--- src/rtl/simd_mac_pkg.sv ---
// Shared definitions for the SIMD multiply-accumulate post stage:
// mode encodings, lane-count helper and the stage-1 control payload.
package simd_mac_pkg;

  localparam logic [1:0] MODE_16X16     = 2'b00;
  localparam logic [1:0] MODE_SUM_16X16 = 2'b01;
  localparam logic [1:0] MODE_SUM_8X8   = 2'b10;
  localparam logic [1:0] MODE_SUM_4X4   = 2'b11;

  // Control travelling with a beat from stage 1 into the accumulator
  typedef struct packed {
    logic [1:0] mode;
    logic       sgn;
    logic       clr;
  } s1_payload_t;

  // Number of independent accumulator lanes for a mode
  function automatic logic [2:0] lane_count(input logic [1:0] m);
    case (m)
      MODE_SUM_8X8: lane_count = 3'd2;
      MODE_SUM_4X4: lane_count = 3'd4;
      default:      lane_count = 3'd1;
    endcase
  endfunction

endpackage

--- src/rtl/simd_lane_adder.sv ---
// One accumulator segment: LW-bit add with carry in/out and signed
// overflow detect. Segments are chained by the top to form wider lanes.
module simd_lane_adder #(
  parameter int LW = 12
) (
  input  logic [LW-1:0] acc_i,
  input  logic [LW-1:0] prod_i,
  input  logic          cin_i,
  output logic [LW-1:0] sum_o,
  output logic          cout_o,
  output logic          sovf_o
);

  logic [LW:0] full;

  assign full   = {1'b0, acc_i} + {1'b0, prod_i} + {{LW{1'b0}}, cin_i};
  assign sum_o  = full[LW-1:0];
  assign cout_o = full[LW];
  // Like-signed operands producing an opposite-signed result
  assign sovf_o = (acc_i[LW-1] == prod_i[LW-1]) && (sum_o[LW-1] != acc_i[LW-1]);

endmodule

--- src/rtl/simd_mult_accumulator.sv ---
// Post-multiplier reduction and SIMD accumulation. Stage 1 forms the lane
// products and registers them lane-packed; stage 2 accumulates per lane with
// segmented carry chains and sticky overflow flags.
module simd_mult_accumulator
  import simd_mac_pkg::*;
#(
  parameter int ACC_W = 48
) (
  input  logic             clk,
  input  logic             reset_n,
  input  logic             in_valid,
  output logic             in_ready,
  input  logic [31:0]      result_0,
  input  logic [31:0]      result_1,
  input  logic [3:0]       result_SIDM_carry,
  input  logic [1:0]       mode,
  input  logic             a_sign,
  input  logic             b_sign,
  input  logic             acc_clear,
  output logic             out_valid,
  input  logic             out_ready,
  output logic [ACC_W-1:0] acc_out,
  output logic [3:0]       acc_ovf
);

  localparam int QW  = ACC_W / 4;
  localparam int LW2 = ACC_W / 2;
  localparam int LW4 = ACC_W / 4;

  logic             en;
  logic             vld_p1_q, vld_p2_q;
  logic             mode_vld_q;
  logic [1:0]       mode_q;
  s1_payload_t      ctl_p0, ctl_p1_q;
  logic [ACC_W-1:0] b_p0, b_p1_q;
  logic [31:0]      w_sum;
  logic [32:0]      w_sum33, p1_p0;
  logic [16:0]      h_sum [2];
  logic [8:0]       q_sum [4];
  logic [ACC_W-1:0] ext1, ext2, ext4;
  logic [ACC_W-1:0] acc_in_p2, acc_p2_d, acc_p2_q;
  logic [3:0]       ovf_p2_d, ovf_p2_q;
  logic [3:0]       start_mask, lane_mask, lflag, qflag, sovf;
  logic             co0, co1, co2, co3, ci1, ci2, ci3;

  assign en       = !(vld_p2_q && !out_ready);
  assign in_ready = en;

  // ---- stage 0: lane product formation ----
  assign w_sum   = result_0 + result_1;
  assign w_sum33 = {result_SIDM_carry[3], result_0} + {1'b0, result_1};

  for (genvar k = 0; k < 2; k++) begin : g_h
    assign h_sum[k] = {result_SIDM_carry[2*k+1], result_0[16*k +: 16]} + {1'b0, result_1[16*k +: 16]};
  end
  for (genvar k = 0; k < 4; k++) begin : g_b
    assign q_sum[k] = {result_SIDM_carry[k], result_0[8*k +: 8]} + {1'b0, result_1[8*k +: 8]};
  end

  // Beat control; a mode change or first beat after reset forces a load
  always_comb begin
    ctl_p0      = '0;
    ctl_p0.mode = mode;
    ctl_p0.sgn  = a_sign | b_sign;
    ctl_p0.clr  = acc_clear | !mode_vld_q | (mode != mode_q);
  end

  assign p1_p0 = (mode == MODE_16X16) ? {ctl_p0.sgn & w_sum[31], w_sum} : w_sum33;

  // Sign/zero extension of each lane product into its lane slot
  for (genvar j = 0; j < ACC_W; j++) begin : g_ext
    localparam int L2 = j / LW2;
    localparam int B2 = j % LW2;
    localparam int L4 = j / LW4;
    localparam int B4 = j % LW4;
    if (j < 33) begin : g_e1d
      assign ext1[j] = p1_p0[j];
    end else begin : g_e1f
      assign ext1[j] = ctl_p0.sgn & p1_p0[32];
    end
    if (B2 < 17) begin : g_e2d
      assign ext2[j] = h_sum[L2][B2];
    end else begin : g_e2f
      assign ext2[j] = ctl_p0.sgn & h_sum[L2][16];
    end
    if (B4 < 9) begin : g_e4d
      assign ext4[j] = q_sum[L4][B4];
    end else begin : g_e4f
      assign ext4[j] = ctl_p0.sgn & q_sum[L4][8];
    end
  end

  // Select the lane-packed product for the active mode
  always_comb begin
    b_p0 = ext1;
    case (lane_count(mode))
      3'd2:    b_p0 = ext2;
      3'd4:    b_p0 = ext4;
      default: b_p0 = ext1;
    endcase
  end

  // ---- stage 1 register ----
  // Stage-1 valid and stored-mode validity
  always_ff @(posedge clk) begin
    if (!reset_n) begin
      vld_p1_q   <= 1'b0;
      mode_vld_q <= 1'b0;
    end else if (en) begin
      vld_p1_q <= in_valid;
      if (in_valid) mode_vld_q <= 1'b1;
    end
  end

  // Stage-1 payload, captured only on an accepted beat
  always_ff @(posedge clk) begin
    if (en && in_valid) begin
      ctl_p1_q <= ctl_p0;
      b_p1_q   <= b_p0;
      mode_q   <= mode;
    end
  end

  // ---- stage 2: segmented accumulate ----
  assign acc_in_p2 = ctl_p1_q.clr ? '0 : acc_p2_q;

  // Lane boundaries, active-lane mask and per-lane flags by mode
  always_comb begin
    start_mask = 4'b0001;
    lane_mask  = 4'b0001;
    lflag      = {3'b000, qflag[3]};
    case (lane_count(ctl_p1_q.mode))
      3'd2: begin
        start_mask = 4'b0101;
        lane_mask  = 4'b0011;
        lflag      = {2'b00, qflag[3], qflag[1]};
      end
      3'd4: begin
        start_mask = 4'b1111;
        lane_mask  = 4'b1111;
        lflag      = qflag;
      end
      default: ;
    endcase
  end

  assign ci1 = !start_mask[1] && co0;
  assign ci2 = !start_mask[2] && co1;
  assign ci3 = !start_mask[3] && co2;

  simd_lane_adder #(.LW(QW)) u_seg0 (
    .acc_i(acc_in_p2[0*QW +: QW]), .prod_i(b_p1_q[0*QW +: QW]), .cin_i(1'b0),
    .sum_o(acc_p2_d[0*QW +: QW]), .cout_o(co0), .sovf_o(sovf[0]));
  simd_lane_adder #(.LW(QW)) u_seg1 (
    .acc_i(acc_in_p2[1*QW +: QW]), .prod_i(b_p1_q[1*QW +: QW]), .cin_i(ci1),
    .sum_o(acc_p2_d[1*QW +: QW]), .cout_o(co1), .sovf_o(sovf[1]));
  simd_lane_adder #(.LW(QW)) u_seg2 (
    .acc_i(acc_in_p2[2*QW +: QW]), .prod_i(b_p1_q[2*QW +: QW]), .cin_i(ci2),
    .sum_o(acc_p2_d[2*QW +: QW]), .cout_o(co2), .sovf_o(sovf[2]));
  simd_lane_adder #(.LW(QW)) u_seg3 (
    .acc_i(acc_in_p2[3*QW +: QW]), .prod_i(b_p1_q[3*QW +: QW]), .cin_i(ci3),
    .sum_o(acc_p2_d[3*QW +: QW]), .cout_o(co3), .sovf_o(sovf[3]));

  assign qflag    = ctl_p1_q.sgn ? sovf : {co3, co2, co1, co0};
  assign ovf_p2_d = ctl_p1_q.clr ? 4'b0000 : ((ovf_p2_q | lflag) & lane_mask);

  // ---- stage 2 register ----
  // Accumulator, sticky flags and output valid; bubbles leave acc untouched
  always_ff @(posedge clk) begin
    if (!reset_n) begin
      vld_p2_q <= 1'b0;
      acc_p2_q <= '0;
      ovf_p2_q <= '0;
    end else if (en) begin
      vld_p2_q <= vld_p1_q;
      if (vld_p1_q) begin
        acc_p2_q <= acc_p2_d;
        ovf_p2_q <= ovf_p2_d;
      end
    end
  end

  assign out_valid = vld_p2_q;
  assign acc_out   = acc_p2_q;
  assign acc_ovf   = ovf_p2_q;

endmodule
--- config.mk ---
export PLATFORM = sky130hd
export DESIGN_NAME = simd_mult_accumulator
export DESIGN_NICKNAME = d
export VERILOG_FILES = /design/src/rtl/simd_mac_pkg.sv /design/src/rtl/simd_lane_adder.sv /design/src/rtl/simd_mult_accumulator.sv
export SDC_FILE = /design/constraint.sdc
export NUM_CORES = 1
export LEC_CHECK = 0
export ABC_AREA = 1
export BUFFER_PORTS_ARGS = -buffer_cell sky130_fd_sc_hd__buf_4
export CORE_UTILIZATION = 43
export DETAILED_ROUTE_END_ITERATION = 10
export PLACE_DENSITY_LB_ADDON = 0.05
export SYNTH_ARGS = -nofsm -noshare
export SYNTH_HDL_FRONTEND = slang
export SYNTH_SLANG_ARGS = --single-unit
--- constraint.sdc ---
create_clock -name clk -period 16.8 [get_ports clk]
set_clock_uncertainty 0.15 [all_clocks]
set_input_delay 0.84 -clock clk [delete_from_list [all_inputs] [get_ports clk]]
set_output_delay 0.84 -clock clk [all_outputs]
set_load 0.01 [all_outputs]
==> Word level (Yosys, flattened, before mapping) <==
Index checks and enable logic that the tools add are counted.
{ "totals": {"register_bits": 107, "output_inout_bits": 54, "wordCells": 83} }
{ "op_classes": {"n_addsub": 15, "n_eq_ne": 17, "mux": 10, "n_bitwise": 14, "n_reduce_logical": 18} }
{ "ops": {"columns": ["op", "count"], "rows": [
  ["48-bit one-hot mux with 2 select lines", 1],
  ["12-bit by 12-bit adder with 13-bit output", 4],
  ["48-bit 2-to-1 mux", 1],
  ["13-bit by 1-bit adder with 13-bit output", 3],
  ["9-bit by 8-bit adder with 9-bit output", 4],
  ["17-bit by 16-bit adder with 17-bit output", 2],
  ["33-bit by 32-bit adder with 33-bit output", 1],
  ["33-bit 2-to-1 mux", 1],
  ["32-bit adder", 1],
  ["4-bit one-hot mux with 2 select lines", 3],
  ["3-bit one-hot mux with 2 select lines", 2],
  ["1-bit logical AND", 9],
  ["1-bit AND", 8],
  ["2-bit equality test (second input constant)", 4],
  ["4-bit 2-to-1 mux", 2],
  ["3-bit by 2-bit equality test with 1-bit output (second input constant)", 2],
  ["3-bit equality test (second input constant)", 2],
  ["1-bit zero test", 6],
  ["4-bit AND", 1],
  ["1-bit equality test", 4],
  ["1-bit inequality test", 4],
  ["4-bit OR", 1],
  ["2-bit AND reduction", 2],
  ["1-bit OR", 3],
  ["other kinds (3)", 3]
]} }

==> Depth between registers and ports, before layout <==
Gate-level depths: netlist of run 1.
{ "depth": {"depth_word": 18, "ltp_mapped": 43, "mapped_depth_nobuf": 42} }

==> Hierarchy <==
Synthesis of run 1 repeated with hierarchy kept, for this count alone.
{ "unflattened": {"cells_unflattened": 1417, "area_unflattened_um2": 9619.2} }
{ "by_module_without_submodules": {"columns": ["mod", "instances", "cells_per_inst", "area_per_inst_um2", "seq_area_each_um2"], "rows": [
  ["simd_mult_accumulator", 1, 985, 6996.7, 2602.5],
  ["simd_lane_adder", 4, 108, 655.6, 0.0]
]} }

==> Worst setup path after synthesis of run 1 <==
Ideal clock, no wire load.
{ "synth_timing": {"path_kind": "reg-to-reg", "start": "reg ctl_p1_q[0] (netlist bit)", "end": "reg acc_p2_q[46], in the netlist acc_out[46]", "t_arrival_ps": 6547, "t_required_ps": 16535, "slack_ps": 9988, "path_stages_with_launch": 42, "cell_sequence": "edfxtp_1 > clkbuf_1 > clkbuf_1 > nor2_1 > ha_1 > fa_1 > nand3_1 > nand2_1 > nand3_1 > nand4_1 > nand2_1 > inv_1 > fa_1 > fa_1 > nand3_1 > nand2_1 > nand3_1 > nand4_1 > [6 not listed] > nand2_1 > nand2_1 > nand3_1 > nand2_1 > nand3_1 > nand2_1 > nand2_1 > inv_1 > fa_1 > fa_1 > nand3_1 > nand2_1 > a21boi_0 > o21ai_0 > a21oi_1 > xnor2_1 > o21ai_0 > inv_1"} }
{ "synth_via": {"elab_chain_cells": 8} }
{ "synth_lines": {"columns": ["element", "line_no", "source"], "rows": [
  ["from (decl)", "simd_mult_accumulator.sv:34", "s1_payload_t ctl_p0, ctl_p1_q;"],
  ["from (signal assigned)", "simd_mult_accumulator.sv:118", "ctl_p1_q <= ctl_p0;"],
  ["48-bit 2-to-1 mux *", "simd_mult_accumulator.sv:125", "assign acc_in_p2 = ctl_p1_q.clr ? '0 : acc_p2_q;"],
  ["12-bit by 12-bit adder with 13-bit output", "simd_lane_adder.sv:16", "assign full = {1'b0, acc_i} + {1'b0, prod_i} + {{LW{1'b0}}, cin_i};"],
  ["1-bit logical AND", "simd_mult_accumulator.sv:147", "assign ci1 = !start_mask[1] && co0;"],
  ["13-bit by 1-bit adder with 13-bit output", "simd_lane_adder.sv:16", null],
  ["1-bit logical AND", "simd_mult_accumulator.sv:148", "assign ci2 = !start_mask[2] && co1;"],
  ["13-bit by 1-bit adder with 13-bit output", "simd_lane_adder.sv:16", null],
  ["1-bit logical AND", "simd_mult_accumulator.sv:149", "assign ci3 = !start_mask[3] && co2;"],
  ["13-bit by 1-bit adder with 13-bit output *", "simd_lane_adder.sv:16", null],
  ["to (signal assigned)", "simd_mult_accumulator.sv:177", "acc_p2_q <= acc_p2_d;"],
  ["to (decl)", "simd_mult_accumulator.sv:41", "logic [ACC_W-1:0] acc_in_p2, acc_p2_d, acc_p2_q;"]
]} }
Every way passes the cells marked *; elsewhere a longest branch is shown, timed or not.
A chain may end at the register's enable or synchronous reset.

==> Worst setup path after layout of run 1 <==
Ends and elaborated chain as after synthesis.

==> results of run 1 <==
## registers in the layout, summed over array words and instances (netlist names)
| signal | count |
|---|---|
| acc_out | 48 |
| b_p1_q | 46 |
| acc_ovf | 4 |
| out_valid | 1 |
| mode_vld_q | 1 |
| ctl_p1_q | 4 |
| vld_p1_q | 1 |
## path summary, 6_finish.rpt
path | depth (start not counted) | start | slack [ns] | end
setup / recovery | 40 | ctl_p1_q[0] | 9.69 | acc_out[46]
hold / removal | 2 | vld_p1_q | 0.32 | vld_p1_q
setup reg to reg | 40 | ctl_p1_q[0] | 9.69 | acc_out[46]
hold reg to reg | 2 | vld_p1_q | 0.32 | vld_p1_q
## kinds of logic after synthesis
logic type | Yosys count
adders and majority gates | 88
and+or+nand+nor | 499
buffers and inverters | 242
xor gates and xnor gates | 61
AOI/OAI and AO/OA | 307
DFF | 105
## power by group
group | switching, W | internal (W) | total (W)
clock network | 0.000105 | 0.000119 | 0.000224
logic | 0.000150 | 0.0000937 | 0.000244
registers | 0.0000154 | 0.000298 | 0.000313
total | 0.000271 | 0.000511 | 0.000781
## metrics by stage
stage                     setup WS, ns  total power [W]  instance area [sq um]  util [%]  hold WS [ns]
after floorplan                   9.99         0.000479                   9140         -         0.291
after global placement            9.80         0.000562                  10300      50.3         0.302
after detailed placement          9.69         0.000562                  10300      50.3         0.306
after CTS                         9.65         0.000787                  10700      51.8         0.317
after global routing              9.05         0.000830                  10700      51.8         0.345
final                             9.69         0.000781                  10700      51.8         0.315
## metal layers
metal	global-route usage (%)	share of wire, %	routed length [microns]
met2	39.2	45	11400
met4	6.19	1.6	407
met3	2.35	3.2	804
met1	33.0	50	12700
met5	0	0	0
## synthesized netlist by cell type, types with 5 or more instances
cell and instances:
buf_2 6, nor2_1 124, a21oi_1 143, nand3_1 72, nor3_1 6, fa_1 11
a21o_1 5, nand2_1 223, xor2_1 35, clkbuf_1 18, dfxtp_1 55, inv_1 207
ha_1 77, o211ai_1 5, xnor2_1 26, a21oi_2 9, edfxtp_1 50, o21ai_2 5
nand3b_1 7, o21ai_1 12, a31oi_1 7, nand2_2 24, or2_2 8, o21bai_1 7
o21ai_0 104, nand4_1 18
## worst max-delay path, delay by kind of cell (launching register included)
kind / cells / cell delay (ns)
adders and majority gates: 8 / 3.08
buffers and inverters: 5 / 0.53
and+or+nand+nor: 22 / 2.04
AOI/OAI and AO/OA: 4 / 0.80
DFF: 1 / 0.35
xor gates and xnor gates: 1 / 0.07
## cell type report
type | count | area (sq um)
well taps | 270 | 338
clock inverters | 7 | 85.1
fillers | 2145 | 9900
repair buffers | 136 | 1020
multi-input cells | 955 | 5590
clock buffers | 9 | 225
flip-flops and latches | 105 | 2600
inverters | 211 | 792
==> out/qor.yml, run 1 <==
crit_path_start_kind: "register"
nets: 1583
grt_max_degree: 71
synthMuxAreaShare_pct: 0
yosysSeqAreaShare_pct: 28.5
hold_buffers: 0
clk-insertion-delay-late_ns: 0.36
rsz0062_at_grt: "no"
ys.flop_type: "dfxtp_1"
ant_nets: 0
yosysTopAreaCell: "edfxtp_1"
maxSlewHeadroom_pct: 52.0
drt_iter0_drc: 530
avgSynthCellArea_sq_um: 7.02
synth-seq-cells: 105
fin_cells: 1693
holdCritPathClass: "register to register"
setup_viol: 0
cts_tree: "built"
synth_top_area_share_pct: 16.4
htree_num_levels: 3
synth_compound_gate_area_share_pct: 18.2
dieArea_sq_um: 21800
synth_edf_count: 50
wirelength_microns: 25300
drc_errors: 0
clockRootBuffer: "clkbuf_16"
cts.sinks: 105
final_max_slew_viol_count: 0
finalHoldViolCount: 0
final_cell_mix: "nand2_1 (223), inv_1 (205), a21oi_1 (143)"
vias: 8627
globalplace.congestion: 0.913
yosys_warnings: 0
area_growth_pct: 16.6
tightest_slew_ns: 0.717
diodes: 0
worstPathMaxFanout: 28
final_common_cell: "nand2_1"
rows: 52
p_leak_nw: 5.27
worstSetupPathType: "register to register"
drive_above_1_share_pct: 15.2
synth_fp_nets: 1467
antenna_found_initial: 0
cpMostUsedCell: "nand2_1"
synth_area_leaders: "edfxtp_1 (16%), dfxtp_1 (12%), ha_1 (11%), nand2_1 (9.2%), inv_1 (8.5%)"
cp_data_arrival_time_ns: 7.22
first_global_vias: 8112
cts-resized-gates: 0
dp_hpwl_microns: 20500
async_flop_share_pct: 0
overflow: 0
synth_cells: 1302
status: "complete, no violations"
synth_top_family_by_area: "simple AND/OR/NAND/NOR gates"
end_kind: "register"
io_pins: 131
max_stage_delay_ns: 0.44
setup_tns_ns: 0
clkSlewWorstSetupHoldPaths_ns: 0.08
dieWidth_microns: 148
dp.cells: 1677
firstDrtPassIters: 5
start_util_pct: 44.5
synthSimpleGateAreaFrac_pct: 24.2
synth_cell_types: 46
clk_path_buf_depth: 2
routedWlPerCell_microns: 14.9
power_density_nw_per_um2: 73.3
netlist_area_sq_um: 9140
numCtsBuffers: 9
vias_per_cell: 5.10
port_buffers: 130
period_share_pct: 42.3
dieHeight_microns: 148
coreArea_sq_um: 20600
grt_pass1_wl_microns: 40900
cap_violations: 0
cpMaxStageDelayCell: "fa_1"
vdd_drop_max_mv: 0.0476
synth_adder_area_share_pct: 12.9
grtUsageTotal_pct: 23.7
cts_setup_buffers: 0
max_freq_mhz: 141
critical_path_required_ns: 16.91
min_period_ns: 7.11
synth_xor_area_share_pct: 5.84
No activity file was read; power rests on OpenSTA's default activity.
==> run 2, diff against run 1 <==
==> constraint.sdc (replaced) <==
create_clock -name clk -period 6.9 [get_ports clk]
set_clock_uncertainty 0.15 [all_clocks]
set_input_delay 0.345 -clock clk [delete_from_list [all_inputs] [get_ports clk]]
set_output_delay 0.345 -clock clk [all_outputs]
set_load 0.01 [all_outputs]
==> out/qor.yml, run 2 (synthesis gave the netlist of run 1 again) <==
period_share_pct: 93.6  # was 42.3%
clk-insertion-delay-late_ns: 0.35  # was 0.36 ns
finalHoldViolCount: 0  # unchanged
p_clk_share_pct: 26.5  # was 28.6%
cp_data_arrival_time_ns: 6.55  # was 7.22 ns
overflow: 0  # unchanged
p_sw_w: 0.000648  # was 0.000271 W
min_period_ns: 6.46  # was 7.11 ns
drive_above_1_share_pct: 16.3  # was 15.2%
dp.cells: 1677  # unchanged
nets: 1586  # was 1583
grt_max_degree: 88  # was 71
max_freq_mhz: 155  # was 141 MHz
wirelength_microns: 25000  # was 25300 microns
port_buffers: 130  # unchanged
crit_path_start_kind: "register"  # unchanged
area_growth_pct: 17.0  # was 16.6%
cp.buffers_inverters: 5  # unchanged
final_max_slew_viol_count: 0  # unchanged
dieArea_sq_um: 21800  # unchanged
cpMostUsedCell: "nand2_1"  # unchanged
ant_nets: 0  # unchanged
dp_hpwl_microns: 20300  # was 20500 microns
largest_reg_flops: 48  # unchanged
hold_buffers: 0  # unchanged
htree_num_levels: 3  # unchanged
tightest_slew_ns: 1.11  # was 0.717 ns
clkSlewWorstSetupHoldPaths_ns: 0.08  # about the same
dieHeight_microns: 148  # unchanged
numCtsBuffers: 9  # unchanged
firstDrtPassIters: 5  # unchanged
final_cell_mix: "nand2_1 (222), inv_1 (205), a21oi_1 (141)"  # was nand2_1 (223), inv_1 (205), a21oi_1 (143)
p_comb_share_pct: 32.3  # was 31.3%
setup_viol: 0  # unchanged
grt_pass1_wl_microns: 39700  # was 40900 microns
worstPathMaxFanout: 7  # was 28
whs_ns: 0.128  # was 0.315 ns
cpMaxStageDelayCell: "edfxtp_1"  # was fa_1
routedWlPerCell_microns: 14.7  # was 14.9 microns
rows: 52  # unchanged
p_leak_nw: 5.26  # was 5.27 nW
diodes: 0  # unchanged
worstSetupPathType: "register to register"  # unchanged
max_stage_delay_ns: 0.49  # was 0.44 ns
fin_cells: 1696  # was 1693
critical-path-top-delay-family: "adder cells"  # unchanged
coreArea_sq_um: 20600  # unchanged
power_density_nw_per_um2: 173  # was 73.3 nW/um^2
vias_per_cell: 5.14  # was 5.10
drt_iter0_drc: 508  # was 530
setup_tns_ns: 0  # unchanged
vias: 8716  # was 8627
rsz0062_at_grt: "no"  # unchanged
maxSlewHeadroom_pct: 26.2  # was 52.0%
cts.sinks: 105  # unchanged
final_common_cell: "nand2_1"  # unchanged
swShare_pct: 35.0  # was 34.6%
end_kind: "register"  # unchanged
critical_path_required_ns: 7.00  # was 16.91 ns
cts_tree: "built"  # unchanged
drc_errors: 0  # unchanged
reg2reg_slack_ns: 0.44  # was 9.69 ns
clockRootBuffer: "clkbuf_16"  # unchanged
vdd_drop_max_mv: 0.110  # was 0.0476 mV
p_int_w: 0.00120  # was 0.000511 W
io_pins: 131  # unchanged
dieWidth_microns: 148  # unchanged
clk_path_buf_depth: 2  # unchanged
holdCritPathClass: "input pin to register"  # was register to register
grtUsageTotal_pct: 22.9  # was 23.7%
globalplace.congestion: 0.925  # was 0.913
antenna_found_initial: 0  # unchanged
start_util_pct: 44.5  # unchanged
power_frac_seq_pct: 41.2  # was 40.1%
status: "complete, no violations"  # unchanged
cap_violations: 0  # unchanged
first_global_vias: 7919  # was 8112
-- run 2: cell count changes in the layout (fill, tap and decap cells not counted), sizes merged --
cell,before,now
inv,215,212
clkinv,0,4
bufinv,1,0
buf,136,139
-- run 2: power by group through the flow --
stage	clock (W)	combinational, W	sequential (W)
global route	0.000525	0.000670	0.000768
floorplan	0	0.000395	0.000772
global placement	0	0.000590	0.000775
finish	0.000491	0.000598	0.000762
CTS	0.000504	0.000595	0.000761
detailed placement	0	0.000592	0.000775
-- run 2: repair_timing --
item	4_1_cts	5_1_grt
buffers inserted	1	2
pin swaps	0	4
hold endpoints to repair	0	0
gates resized for setup	1	14
endpoints found under the setup margin	2	6
-- run 2: worst paths after layout --
check / startpoint / endpoint / cells after the start
max: ctl_p1_q[0] / acc_out[46] / 39
min: mode[0] / ctl_p1_q[2] / 1
max reg2reg: ctl_p1_q[0] / acc_out[46] / 39
min reg2reg: vld_p1_q / vld_p1_q / 2
-- run 2: final cells by class --
class | instances | area [sq um]
fillers | 2133 | 9860
multi-input cells | 955 | 5640
flip-flops and latches | 105 | 2600
repair buffers | 139 | 1040
inverters | 211 | 792
well taps | 270 | 338
clock buffers | 9 | 225
clock inverters | 7 | 55.1
-- run 2: stage by stage --
step	utilization, %	power (W)	instance area (sq um)	worst slack (ns)
2_1_floorplan	-	0.00117	9140	0.0880
3_3_place_gp	50.3	0.00136	10300	0.146
5_1_grt	52.0	0.00196	10700	0.00713
4_1_cts	51.7	0.00186	10600	0.00189
6_report	52.0	0.00185	10700	0.441
3_5_place_dp	50.3	0.00137	10300	-0.0346
-- run 2: metal layers --
metal / part of all wire [%] / GRT usage, % / up-vias / wire length [microns]
li1: - / - / 4529 / -
met5: 0 / 0 / - / 0
met2: 46 / 37.9 / 203 / 11500
met4: 1.5 / 5.62 / 0 / 366
met3: 4.0 / 2.16 / 23 / 1010
met1: 49 / 31.9 / 3961 / 12100
